$ cat config.mk
export PLATFORM = sky130hd
export DESIGN_NAME = fir_mse_monitor_flat
export DESIGN_NICKNAME = d
export VERILOG_FILES = /design/src/rtl/fir_mse_pkg.sv /design/src/rtl/fir_mse_monitor_if.sv /design/src/rtl/fir_mse_sq.sv /design/src/rtl/fir_mse_monitor.sv /design/src/flat_wrapper.sv
export SDC_FILE = /design/constraint.sdc
export NUM_CORES = 1
export LEC_CHECK = 0
export CORE_AREA = 5 5 171 173
export CTS_CLUSTER_DIAMETER = 120
export DETAILED_ROUTE_END_ITERATION = 10
export DIE_AREA = 0 0 176 178
export PLACE_DENSITY = 0.8
export SETUP_SLACK_MARGIN = 0.3
export SLEW_MARGIN = 10
export SYNTH_ARGS = -nofsm -noshare
export SYNTH_HDL_FRONTEND = slang
export SYNTH_SLANG_ARGS = --single-unit
export TNS_END_PERCENT = 20
$ cat constraint.sdc
create_clock -name clk -period 17 [get_ports clk]
set_input_delay 1.7 -clock clk [delete_from_list [all_inputs] [get_ports clk]]
set_output_delay 1.7 -clock clk [all_outputs]
set_load 0.01 [all_outputs]
$ cat src/rtl/fir_mse_pkg.sv
// rtl/fir_mse_pkg.sv - shared types and width constants for the FIR MSE monitor
// Contents: FSM state enum, default sample width / window size, derived widths.
package fir_mse_pkg;

  localparam int DW_DEFAULT    = 16;
  localparam int LOG2N_DEFAULT = 10;
  localparam int SQW           = 2 * DW_DEFAULT;
  localparam int ACCW          = SQW + LOG2N_DEFAULT;

  typedef enum logic [1:0] {
    IDLE,
    RUN,
    DRAIN,
    DONE
  } state_t;

endpackage

$ cat src/rtl/fir_mse_monitor_if.sv
// rtl/fir_mse_monitor_if.sv - control, sample and result bundle of the FIR MSE monitor
// Signals: start, in_valid, y_approx, y_exact (toward the monitor);
//          busy, done, sse, mse, max_abs_err (from the monitor).
// Modports: master = filter/test side, slave = monitor side.
interface fir_mse_monitor_if
  import fir_mse_pkg::*;
#(
  parameter int DW    = DW_DEFAULT,
  parameter int LOG2N = LOG2N_DEFAULT
);

  logic                    start;
  logic                    in_valid;
  logic signed [DW-1:0]    y_approx;
  logic signed [DW-1:0]    y_exact;
  logic                    busy;
  logic                    done;
  logic [2*DW+LOG2N-1:0]   sse;
  logic [2*DW-1:0]         mse;
  logic [DW-1:0]           max_abs_err;

  modport master (
    output start, in_valid, y_approx, y_exact,
    input  busy, done, sse, mse, max_abs_err
  );

  modport slave (
    input  start, in_valid, y_approx, y_exact,
    output busy, done, sse, mse, max_abs_err
  );

endinterface

$ cat src/rtl/fir_mse_sq.sv
// rtl/fir_mse_sq.sv - two-stage |difference| and square pipeline
// Ports: clk, rstN (async active-low), clear (drops in-flight valids),
//        in_valid/y_approx/y_exact (accepted sample), sq_valid/sq (P2 result),
//        mag (P2 |diff|, present only when MSE_MAXERR_EN is defined).
module fir_mse_sq
  import fir_mse_pkg::*;
#(
  parameter int DW = DW_DEFAULT
) (
  input  logic                 clk,
  input  logic                 rstN,
  input  logic                 clear,
  input  logic                 in_valid,
  input  logic signed [DW-1:0] y_approx,
  input  logic signed [DW-1:0] y_exact,
  output logic                 sq_valid,
  output logic [2*DW-1:0]      sq
`ifdef MSE_MAXERR_EN
  ,
  output logic [DW-1:0]        mag
`endif
);

  localparam int SQ_W = 2 * DW;

  logic [DW:0]   diff;
  logic [DW-1:0] diff_mag;
  logic          p1_valid;
  logic [DW-1:0] p1_mag;

  // |diff| never exceeds 2^DW-1, so negating only the low DW bits is exact.
  always_comb begin
    diff     = {y_approx[DW-1], y_approx} - {y_exact[DW-1], y_exact};
    diff_mag = diff[DW] ? (~diff[DW-1:0] + DW'(1)) : diff[DW-1:0];
  end

  // P1 keeps the magnitude: the square and the max tracker only need |diff|.
  always_ff @(posedge clk or negedge rstN) begin
    if (!rstN) begin
      p1_valid <= 1'b0;
      p1_mag   <= '0;
    end else if (clear) begin
      p1_valid <= 1'b0;
    end else begin
      p1_valid <= in_valid;
      if (in_valid) p1_mag <= diff_mag;
    end
  end

  always_ff @(posedge clk or negedge rstN) begin
    if (!rstN) begin
      sq_valid <= 1'b0;
      sq       <= '0;
    end else if (clear) begin
      sq_valid <= 1'b0;
    end else begin
      sq_valid <= p1_valid;
      if (p1_valid) sq <= SQ_W'(p1_mag) * SQ_W'(p1_mag);
    end
  end

`ifdef MSE_MAXERR_EN
  always_ff @(posedge clk or negedge rstN) begin
    if (!rstN)         mag <= '0;
    else if (p1_valid) mag <= p1_mag;
  end
`endif

endmodule

$ cat src/rtl/fir_mse_monitor.sv
// rtl/fir_mse_monitor.sv - windowed SSE/MSE of approximate vs exact FIR output
// Ports: clk, rstN (async active-low), bus (fir_mse_monitor_if.slave):
//        start arms a window of 2^LOG2N accepted samples; busy while measuring;
//        done pulses one cycle when sse/mse/max_abs_err are updated and held.
// Build option: MSE_MAXERR_EN enables window-maximum |diff| tracking; otherwise
//        max_abs_err reads 0.
module fir_mse_monitor
  import fir_mse_pkg::*;
#(
  parameter int DW    = DW_DEFAULT,
  parameter int LOG2N = LOG2N_DEFAULT
) (
  input logic              clk,
  input logic              rstN,
  fir_mse_monitor_if.slave bus
);

  localparam int SQ_W  = 2 * DW;
  localparam int ACC_W = SQ_W + LOG2N;

  state_t             state, state_nxt;
  logic               clear, accept;
  logic [LOG2N-1:0]   cnt;
  logic               drain_cnt;
  logic [ACC_W-1:0]   acc;
  logic               sq_valid;
  logic [SQ_W-1:0]    sq;
  logic               done_q;
  logic [ACC_W-1:0]   sse_q;
  logic [SQ_W-1:0]    mse_q;

`ifdef MSE_MAXERR_EN
  logic [DW-1:0] mag, max_q, max_out_q;
`endif

  fir_mse_sq #(.DW(DW)) u_sq (
    .clk      (clk),
    .rstN     (rstN),
    .clear    (clear),
    .in_valid (accept),
    .y_approx (bus.y_approx),
    .y_exact  (bus.y_exact),
    .sq_valid (sq_valid),
    .sq       (sq)
`ifdef MSE_MAXERR_EN
    ,
    .mag      (mag)
`endif
  );

  always_ff @(posedge clk or negedge rstN) begin
    if (!rstN) state <= IDLE;
    else       state <= state_nxt;
  end

  always_comb begin
    state_nxt = state;
    clear     = 1'b0;
    accept    = 1'b0;
    case (state)
      IDLE: begin
        if (bus.start) begin
          clear     = 1'b1;
          state_nxt = RUN;
        end
      end
      RUN: begin
        if (bus.in_valid) begin
          accept = 1'b1;
          if (cnt == '1) state_nxt = DRAIN;
        end
      end
      // Second DRAIN cycle: the last square lands in acc at this edge.
      DRAIN:   if (drain_cnt) state_nxt = DONE;
      DONE:    state_nxt = IDLE;
      default: state_nxt = IDLE;
    endcase
  end

  always_ff @(posedge clk or negedge rstN) begin
    if (!rstN) begin
      cnt       <= '0;
      drain_cnt <= 1'b0;
      acc       <= '0;
    end else begin
      drain_cnt <= (state == DRAIN);
      if (clear)       cnt <= '0;
      else if (accept) cnt <= cnt + 1'b1;
      if (clear)         acc <= '0;
      else if (sq_valid) acc <= acc + ACC_W'(sq);
    end
  end

  always_ff @(posedge clk or negedge rstN) begin
    if (!rstN) begin
      done_q <= 1'b0;
      sse_q  <= '0;
      mse_q  <= '0;
    end else begin
      done_q <= (state == DONE);
      if (state == DONE) begin
        sse_q <= acc;
        mse_q <= acc[ACC_W-1:LOG2N];
      end
    end
  end

`ifdef MSE_MAXERR_EN
  always_ff @(posedge clk or negedge rstN) begin
    if (!rstN) begin
      max_q     <= '0;
      max_out_q <= '0;
    end else begin
      if (clear)                          max_q <= '0;
      else if (sq_valid && (mag > max_q)) max_q <= mag;
      if (state == DONE) max_out_q <= max_q;
    end
  end
  assign bus.max_abs_err = max_out_q;
`else
  assign bus.max_abs_err = '0;
`endif

  assign bus.busy = (state != IDLE);
  assign bus.done = done_q;
  assign bus.sse  = sse_q;
  assign bus.mse  = mse_q;

endmodule
$ cat src/flat_wrapper.sv
// flat-port wrapper written by rule: the top's interface ports become plain ports
module fir_mse_monitor_flat import fir_mse_pkg::*;
#(
  parameter int DW    = DW_DEFAULT,
  parameter int LOG2N = LOG2N_DEFAULT
)
  (clk, rstN, bus_start, bus_in_valid, bus_y_approx, bus_y_exact, bus_busy, bus_done, bus_sse, bus_mse, bus_max_abs_err);
  fir_mse_monitor_if #(.DW(DW), .LOG2N(LOG2N)) bus_i ();
  input logic clk;
  input logic rstN;
  input wire logic [$bits(bus_i.start)-1:0] bus_start;
  input wire logic [$bits(bus_i.in_valid)-1:0] bus_in_valid;
  input wire logic [$bits(bus_i.y_approx)-1:0] bus_y_approx;
  input wire logic [$bits(bus_i.y_exact)-1:0] bus_y_exact;
  output wire logic [$bits(bus_i.busy)-1:0] bus_busy;
  output wire logic [$bits(bus_i.done)-1:0] bus_done;
  output wire logic [$bits(bus_i.sse)-1:0] bus_sse;
  output wire logic [$bits(bus_i.mse)-1:0] bus_mse;
  output wire logic [$bits(bus_i.max_abs_err)-1:0] bus_max_abs_err;
  assign bus_i.start = bus_start;
  assign bus_i.in_valid = bus_in_valid;
  assign bus_i.y_approx = bus_y_approx;
  assign bus_i.y_exact = bus_y_exact;
  assign bus_busy = bus_i.busy;
  assign bus_done = bus_i.done;
  assign bus_sse = bus_i.sse;
  assign bus_mse = bus_i.mse;
  assign bus_max_abs_err = bus_i.max_abs_err;
  fir_mse_monitor #(.DW(DW), .LOG2N(LOG2N)) u_core (.clk(clk), .rstN(rstN), .bus(bus_i));
endmodule
# Word level (Yosys, flattened, before mapping)

Index checks and enable logic that the tools add are counted.

Register bits after elaboration: 180
Bits in latches: 0
Memory bits (writable): 0
ROM bits: 0
Input port bits: 36
Output and inout bits: 92
Word-level logic and storage cells: 49
Memories: 0

$add $sub $neg: 4
Multipliers: 1
Divide/modulo/power cells: 0
Magnitude comparators: 0
Equal/unequal tests: 8
Shifts and indexed selects: 0
Mux-type cells: 16
Bitwise operators: 2
Reductions and logical operators: 7

Operator list:

| kind                                                                   | count |
|---|---|
| 42-bit 2-to-1 mux                                                      | 2 |
| 42-bit by 32-bit adder with 42-bit output                              | 1 |
| 16-bit by 16-bit multiplier with 32-bit output                         | 1 |
| 10-bit 2-to-1 mux                                                      | 2 |
| 16-bit by 16-bit subtractor with 17-bit output                         | 1 |
| 16-bit by 1-bit adder with 16-bit output (second input constant)       | 1 |
| 16-bit 2-to-1 mux                                                      | 1 |
| 16-bit inverter                                                        | 1 |
| 10-bit by 1-bit adder with 10-bit output (second input constant)       | 1 |
| 10-bit equality test (second input constant)                           | 1 |
| 2-bit 2-to-1 mux                                                       | 4 |
| 2-bit case mux with 4 select lines                                     | 1 |
| 1-bit 2-to-1 mux                                                       | 6 |
| 2-bit nonzero test                                                     | 3 |
| 2-bit equality test (second input constant)                            | 2 |
| 2-bit by 1-bit != test with 1-bit output (second input constant)       | 2 |
| 2-bit != test (second input constant)                                  | 2 |
| 2-bit AND reduction                                                    | 2 |
| 4-bit AND reduction                                                    | 1 |
| 2-bit by 1-bit equality test with 1-bit output (second input constant) | 1 |
| 2-bit zero test                                                        | 1 |
| 1-bit inverter                                                         | 1 |

# Logic depth before layout (Yosys ltp)

Gate-level depths: netlist of the first run.

Depth after elaboration: 4
Gate-level depth with buffers: 26
Gate-level depth less buffers: 25

# Modules after synthesis

A second synthesis of the first run with hierarchy kept.

Cell total of the unflattened synthesis: 1817
Area, all modules: 16508.3 um2

Modules (own cells, without submodules):

| module          | times used | cells each | area an instance (um2) | seq. area each (um2) |
|---|---|---|---|---|
| fir_mse_sq      | 1          | 1210       | 10458.8                | 1226.2 |
| fir_mse_monitor | 1          | 607        | 6049.6                 | 2452.4 |

# Worst setup path after synthesis of the first run

Ideal clock, no wire load.

Kind: reg2reg
From: register u_core.u_sq.p1_mag[4]
To: register u_core.u_sq.sq[29]
Library setup time: 0.076 ns
Data arrival time: 6.488 ns
Required time: 16.924 ns
Path slack: 10.436 ns
Cell stages (with the launch flop): 24
Path buffers: 2
Period minus slack after synthesis: 6.564 ns
Cell sequence: dfrtp_1 -> clkbuf_1 -> clkbuf_1 -> nand2_1 -> fa_1 -> inv_1 -> fa_1 -> fa_1 -> fa_1 -> fa_1 -> inv_1 -> fa_1 -> inv_1 -> ha_1 -> and4_1 -> nand2_1 -> or2_1 -> or4_1 -> o2111ai_1 -> a32oi_1 -> o31ai_1 -> o31ai_1 -> xor2_1 -> o21ai_1

Word-level cells in the longest chain between the ends: 1

Ends and longest elaborated chain:

| element                                        | RTL line         | source |
|---|---|---|
| start: declaration                             | fir_mse_sq.sv:29 | `logic [DW-1:0] p1_mag;` |
| start signal: assignment                       | fir_mse_sq.sv:46 | `if (in_valid) p1_mag <= diff_mag;` |
| 16-bit by 16-bit multiplier with 32-bit output | fir_mse_sq.sv:58 | `if (p1_valid) sq <= SQ_W'(p1_mag) * SQ_W'(p1_mag);` |
| end signal: assignment                         | fir_mse_sq.sv:58 |  |
| end: declaration                               | fir_mse_sq.sv:17 | `output logic [2*DW-1:0] sq` |

No other way between the ends.
A chain may end at the register's enable or synchronous reset.

# Worst setup path in the final report of the first run

From: register u_core.u_sq.p1_mag[9]
To: register u_core.u_sq.sq[28]

The elaborated chain is that of the path after synthesis.

==> impl_metrics.ini, run 1 <==
[setup_path]
crit_arrival_ns = 7.37
required_ns = 17.32
r2r_slack_ns = 9.95
r2r-start = u_core.u_sq.p1_mag[9]$_DFFE_PN0P_
critPathKind = flop to flop
cp_cell_sequence = and2_1 -> inv_1 -> fa_1 -> inv_1 -> fa_1 -> inv_1 -> fa_1 -> inv_1 -> fa_1 -> fa_1 -> inv_1 -> fa_1 -> inv_1 -> ha_1 -> and4_1 -> nand2_1 -> or2_1 -> and3b_1 -> o221ai_1 -> o311ai_0 -> o31ai_1 -> o311ai_0
cp-start-kind = flop
reg2regPathDepth = 22
crit_start = u_core.u_sq.p1_mag[9]$_DFFE_PN0P_
critPathMaxFanout = 18
end_kind = flop
reg2reg_to = u_core.u_sq.sq[28]$_DFFE_PN0P_
critPathSlowestCell = dfrtp_1
critPathMaxStageDelay_ns = 0.71

[synth]
synth_most_common_cell = inv_1
async_flop_share_pct = 100
synth.distinct_cells = 82
synth_top_cell_by_area = dfrtp_1
ys.flop_type = dfrtp_1
synth_warnings = 0
ys_seq_elements = 147
synth_top_area_share_pct = 22.6
synthCells = 1766
synth.avg_cell_area_sq_um = 9.22
yosysSeqAreaShare_pct = 22.6
synth_commonest_cells = inv_1, nand2_1, fa_1, ha_1, dfrtp_1
synth_edf_count = 0
syn-cell-area_sq_um = 16300
synth_area_leaders = dfrtp_1, fa_1, ha_1, inv_1, nand2_1

[drt]
wl_microns = 33900
drtIter0Drc = 846
wl_per_cell_microns = 15.6
ant_nets = 0
vias = 12100
drc = 0
via_per_inst = 5.56
drt_pass1_iterations = 6

[clocking]
cts_tree = done
post-cts-setup-buffer-count = 0
hold_buffers = 0
cts_buffer_depth = 2
cts-root-buf = clkbuf_16
clk_latency_ns = 0.44
cts_buffers = 17
htree_levels = 4
clk_pin_slew_worst_paths_ns = 0.07
cts_sinks = 147
cts.repair.resized = 0

[die]
fp.coreArea_sq_um = 27500
die_y_microns = 178
die-area_sq_um = 31300
num_rows = 61
io_pins = 128
start_util_pct = 59.2
fp.dieW_microns = 176

[timing]
slew_violations = 0
setup_viol = 0
setup_tns_ns = 0
period_minus_slack_ns = 7.05
min_period_over_period_pct = 41.5
max_freq_mhz = 142
worst_slew_pin_slew_ns = 1.06
hold_viol = 0
finalClockSkew_ns = 0.0140
relSlewSlack_pct = 29.1
grt_setup_unrepaired = no

[global_route]
grt_overflow = 0
grt_pass1_wl_microns = 58400
grt_pass1_vias = 12500
antenna_found_initial = 0
grt_use_met1_pct = 28.8
globalRouteMet2Util_pct = 39.5
grt_usage_pct = 22.5
grt_max_degree = 83
grt_use_met3_pct = 3.31
busiest_layer = met2

[cells_and_area]
fin_area_sq_um = 18000
nets = 2170
drive_gt1_share_pct = 6.36
area_growth_pct = 10.3
fill_cells = 2148
diodes = 0

[placement]
hpwl_microns = 26500
gp_congestion = 0.912
place_area_sq_um = 17300
io_buffers = 111

[min_path]
min_path_type = flop to flop
hold_depth = 2
hold_start = u_core.u_sq.sq[15]$_DFFE_PN0P_
whs_endpoint = u_core.u_sq.sq[15]$_DFFE_PN0P_

[status]
outcome = finished clean

[flow_run]
maxCapViolations = 0
[layout by cell type, fill, tap and decap left out, drive strengths merged, types with 42 or more instances in the layout]
cell / netlist / final
a21o: 42 / 42
ha: 158 / 158
nand2: 175 / 175
xnor2: 47 / 47
a21oi: 80 / 80
inv: 300 / 307
o21ai: 75 / 75
mux2: 46 / 46
xor2: 47 / 47
and2: 44 / 44
dfrtp: 147 / 147
clkdlybuf4s50: 0 / 110
fa: 165 / 165
nor2: 90 / 90
[through the flow]
stage | worst slack [ns] | utilization [%] | hold slack [ns] | cells
after CTS | 10.01 | 65.4 | 0.496 | 2170
after detailed placement | 10.05 | 63.1 | 0.482 | 2138
after global placement | 10.26 | 63.1 | 0.473 | 2138
after global routing | 9.50 | 65.4 | 0.523 | 2170
after floorplan | 10.44 | - | 0.445 | 1781
final | 9.95 | 65.4 | 0.487 | 2170
[sequential cells by signal, indices dropped and copies added (netlist names), 2 cells and up]
name,flops
u_core.acc,42
u_core.bus.mse,32
u_core.bus.sse,10
u_core.cnt,10
u_core.state,2
u_core.u_sq.p1_mag,16
u_core.u_sq.sq,31
[critical path: cells and delay by family, from the launching register on]
kind                       cells  cell delay (ns)
adders and majority gates      7             3.43
AOI/OAI and AO/OA              4             1.32
and+or+nand+nor                5             1.11
DFF                            1             0.71
buffers and inverters          6             0.33
[cells by family (layout without fill, tap and decap cells)]
logic type / after synthesis / count (layout) / synth area share, %
AO/OA/AOI/OAI: 289 / 289 / 11.9
XOR/XNOR: 94 / 94 / 5.10
adder cells (fa/ha/maj): 323 / 323 / 32.4
buffers and inverters: 406 / 449 / 10.5
flip-flops: 147 / 147 / 22.6
multiplexers: 71 / 71 / 4.74
other: 1 / 16 / 0.0230
AND/OR/NAND/NOR: 435 / 435 / 12.7
[worst max path at each step]
stage	to	slack [ns]
final	u_core.u_sq.sq[28]$_DFFE_PN0P_	9.95
after global routing	u_core.u_sq.sq[28]$_DFFE_PN0P_	9.50
after CTS	u_core.u_sq.sq[28]$_DFFE_PN0P_	10.01
after detailed placement	u_core.u_sq.sq[28]$_DFFE_PN0P_	10.05
after global placement	u_core.u_sq.sq[28]$_DFFE_PN0P_	10.26
after floorplan	u_core.u_sq.sq[29]$_DFFE_PN0P_	10.44
[per-layer routing]
layer	share of wire, %	routed length [microns]
met3	5.3	1780
met4	2.6	879
met5	0	0
met2	49	16700
met1	43	14500
[area by class of cell]
cell class | count | area, sq um | area share [%]
Inverter | 302 | 1130 | 6.31
Clock inverter | 13 | 165 | 0.920
Sequential cell | 147 | 3680 | 20.5
Clock buffer | 19 | 453 | 2.52
Multi-Input combinational cell | 1228 | 11000 | 61.0
Timing Repair Buffer | 115 | 1140 | 6.36
Tap cell | 346 | 433 | 2.41
Power of run 1 is not shown: default switching activity piles up to over one toggle a cycle in this logic, so the estimate is an artifact.
==> run 2: changes to the inputs <==
CORE_AREA = 5 5 179 181   (was 5 5 171 173)
DIE_AREA = 0 0 184 186   (was 0 0 176 178)
PLACE_DENSITY = 0.77   (was 0.8)
clock period = 6.4 ns   (was 17 ns; I/O delays follow)
==> run 2 against run 1 <==
Net effect:
- clock-buffer cell count is 2 lower
- first-iteration DRC count is 21% lower
- global-route usage is 1.4 points lower
- worst hold slack worse by 0.28 ns
- maximum frequency is 13% higher
- routed wire length is 6.9% higher
==> impl_metrics.ini, run 2 (same netlist as run 1, synthesis figures left out) <==
[timing]
setup_viol = 0
period_minus_slack_ns = 6.24
worst_slew_pin_slew_ns = 1.12
grt_setup_unrepaired = yes
min_period_over_period_pct = 97.5
holdWs_ns = 0.212
relSlewSlack_pct = 25.0
hold_viol = 0
finalClockSkew_ns = 0.0129
slew_violations = 0
max_freq_mhz = 160

[setup_path]
r2r_slack_ns = 0.16
critPathMaxFanout = 7
end_kind = flop
cp-start-kind = flop
critPathKind = flop to flop
crit_arrival_ns = 6.54
required_ns = 6.70

[clocking]
cts_buffer_depth = 2
clk_pin_slew_worst_paths_ns = 0.07
clk_latency_ns = 0.44
cts_buffers = 17
htree_levels = 4
cts_sinks = 147
hold_buffers = 0
cts_tree = done
cts-root-buf = clkbuf_16

[global_route]
grt_pass1_wl_microns = 59900
grt_pass1_vias = 12800
grt_usage_pct = 21.1
grt_overflow = 0
grt_max_degree = 77
antenna_found_initial = 0

[drt]
wl_microns = 36200
wl_per_cell_microns = 15.8
via_per_inst = 5.40
ant_nets = 0
drt_pass1_iterations = 6
drc = 0
vias = 12400
drtIter0Drc = 671

[placement]
io_buffers = 111
hpwl_microns = 27400
gp_congestion = 0.963

[flow_run]
maxCapViolations = 0

[cells_and_area]
diodes = 0
layout_common_cells = inv_1, nand2_1, fa_1, ha_1, dfrtp_1
fill_cells = 2366
top_register = u_core.acc
area_growth_pct = 16.7
largest_reg_flops = 42
nets = 2248
final_common_cell = inv_1
drive_gt1_share_pct = 15.0

[die]
io_pins = 128
die_y_microns = 186
num_rows = 64
die-area_sq_um = 34200
fp.dieW_microns = 184
start_util_pct = 53.8
fp.coreArea_sq_um = 30300

[status]
outcome = finished clean

[min_path]
min_path_type = primary input to async pin
## run 2: changes by cell type in the layout (fill, tap and decap cells not counted), moves of 9 or more
cell     before  now
nand2_1     174  164
buf_6         1   12
buf_4         4   69
dfrtp_1     146  134
dfrtp_2       1   13
ha_1        157  147
inv_2         0   19
inv_1       300  281
nand2_2       1   10
## run 2: worst max-delay path, cell delays in order (launching register included)
cell	delay, ns
dfrtp_2	0.47
buf_6	0.15
nand2_4	0.06
fa_1	0.45
buf_6	0.15
fa_2	0.56
inv_2	0.04
fa_1	0.47
fa_2	0.48
fa_1	0.51
inv_2	0.04
fa_1	0.48
inv_2	0.04
ha_4	0.28
and4_4	0.25
nand2_2	0.07
or2_1	0.25
or4_4	0.50
o2111ai_4	0.10
a32oi_4	0.10
o31ai_4	0.30
o31ai_2	0.10
xor2_1	0.17
o21ai_1	0.07
## run 2: layout make-up
| class | count | area (sq um) | share of cell area, % |
|---|---|---|---|
| clock buffer | 17 | 425 | 2.24 |
| clock inverter | 15 | 123 | 0.646 |
| inverter | 302 | 1130 | 5.97 |
| multi-input combinational | 1228 | 11300 | 59.7 |
| sequential | 147 | 3690 | 19.5 |
| tap | 396 | 495 | 2.61 |
| timing repair buffer | 193 | 1790 | 9.42 |
## run 2: final timing paths
path / depth (start not counted) / end / start
setup / recovery: 23 / u_core.u_sq.sq[29]$_DFFE_PN0P_ / u_core.u_sq.p1_mag[1]$_DFFE_PN0P_
hold / removal: 1 / u_core.bus.sse[7]$_DFFE_PN0P_ / rstN
setup reg to reg: 23 / u_core.u_sq.sq[29]$_DFFE_PN0P_ / u_core.u_sq.p1_mag[1]$_DFFE_PN0P_
hold reg to reg: 2 / u_core.u_sq.sq[15]$_DFFE_PN0P_ / u_core.u_sq.sq[15]$_DFFE_PN0P_
max in group asynchronous: 2 / u_core.bus.mse[3]$_DFFE_PN0P_ / rstN
min in group clk: 2 / u_core.u_sq.sq[15]$_DFFE_PN0P_ / u_core.u_sq.sq[15]$_DFFE_PN0P_
## run 2: what timing repair did
action,in CTS,in global routing
setup buffers,26,18
pin swaps,19,62
resized for setup,37,79
setup endpoints to repair,12,15
endpoints found under the hold margin,0,0
## run 2: layer usage
layer,vias up,routed length [microns],GRT usage [%]
li1,5938,-,-
met1,5981,15600,27.7
met2,411,17700,36.2
met3,76,1980,2.83
met4,0,1010,7.28
met5,-,0,0
## run 2: stage by stage
stage	util, %	setup slack, ns	area (sq um)	setup TNS (ns)	instances
after CTS	61.4	0.255	18600	0	2280
after global routing	62.7	-0.0106	19000	-0.0106	2298
final	62.7	0.159	19000	0	2298
after detailed placement	58.6	-0.133	17700	-0.248	2222
after floorplan	-	0.313	16500	0	1781
after global placement	58.6	0.0571	17700	0	2222
Power of run 2 is left out for the same reason.
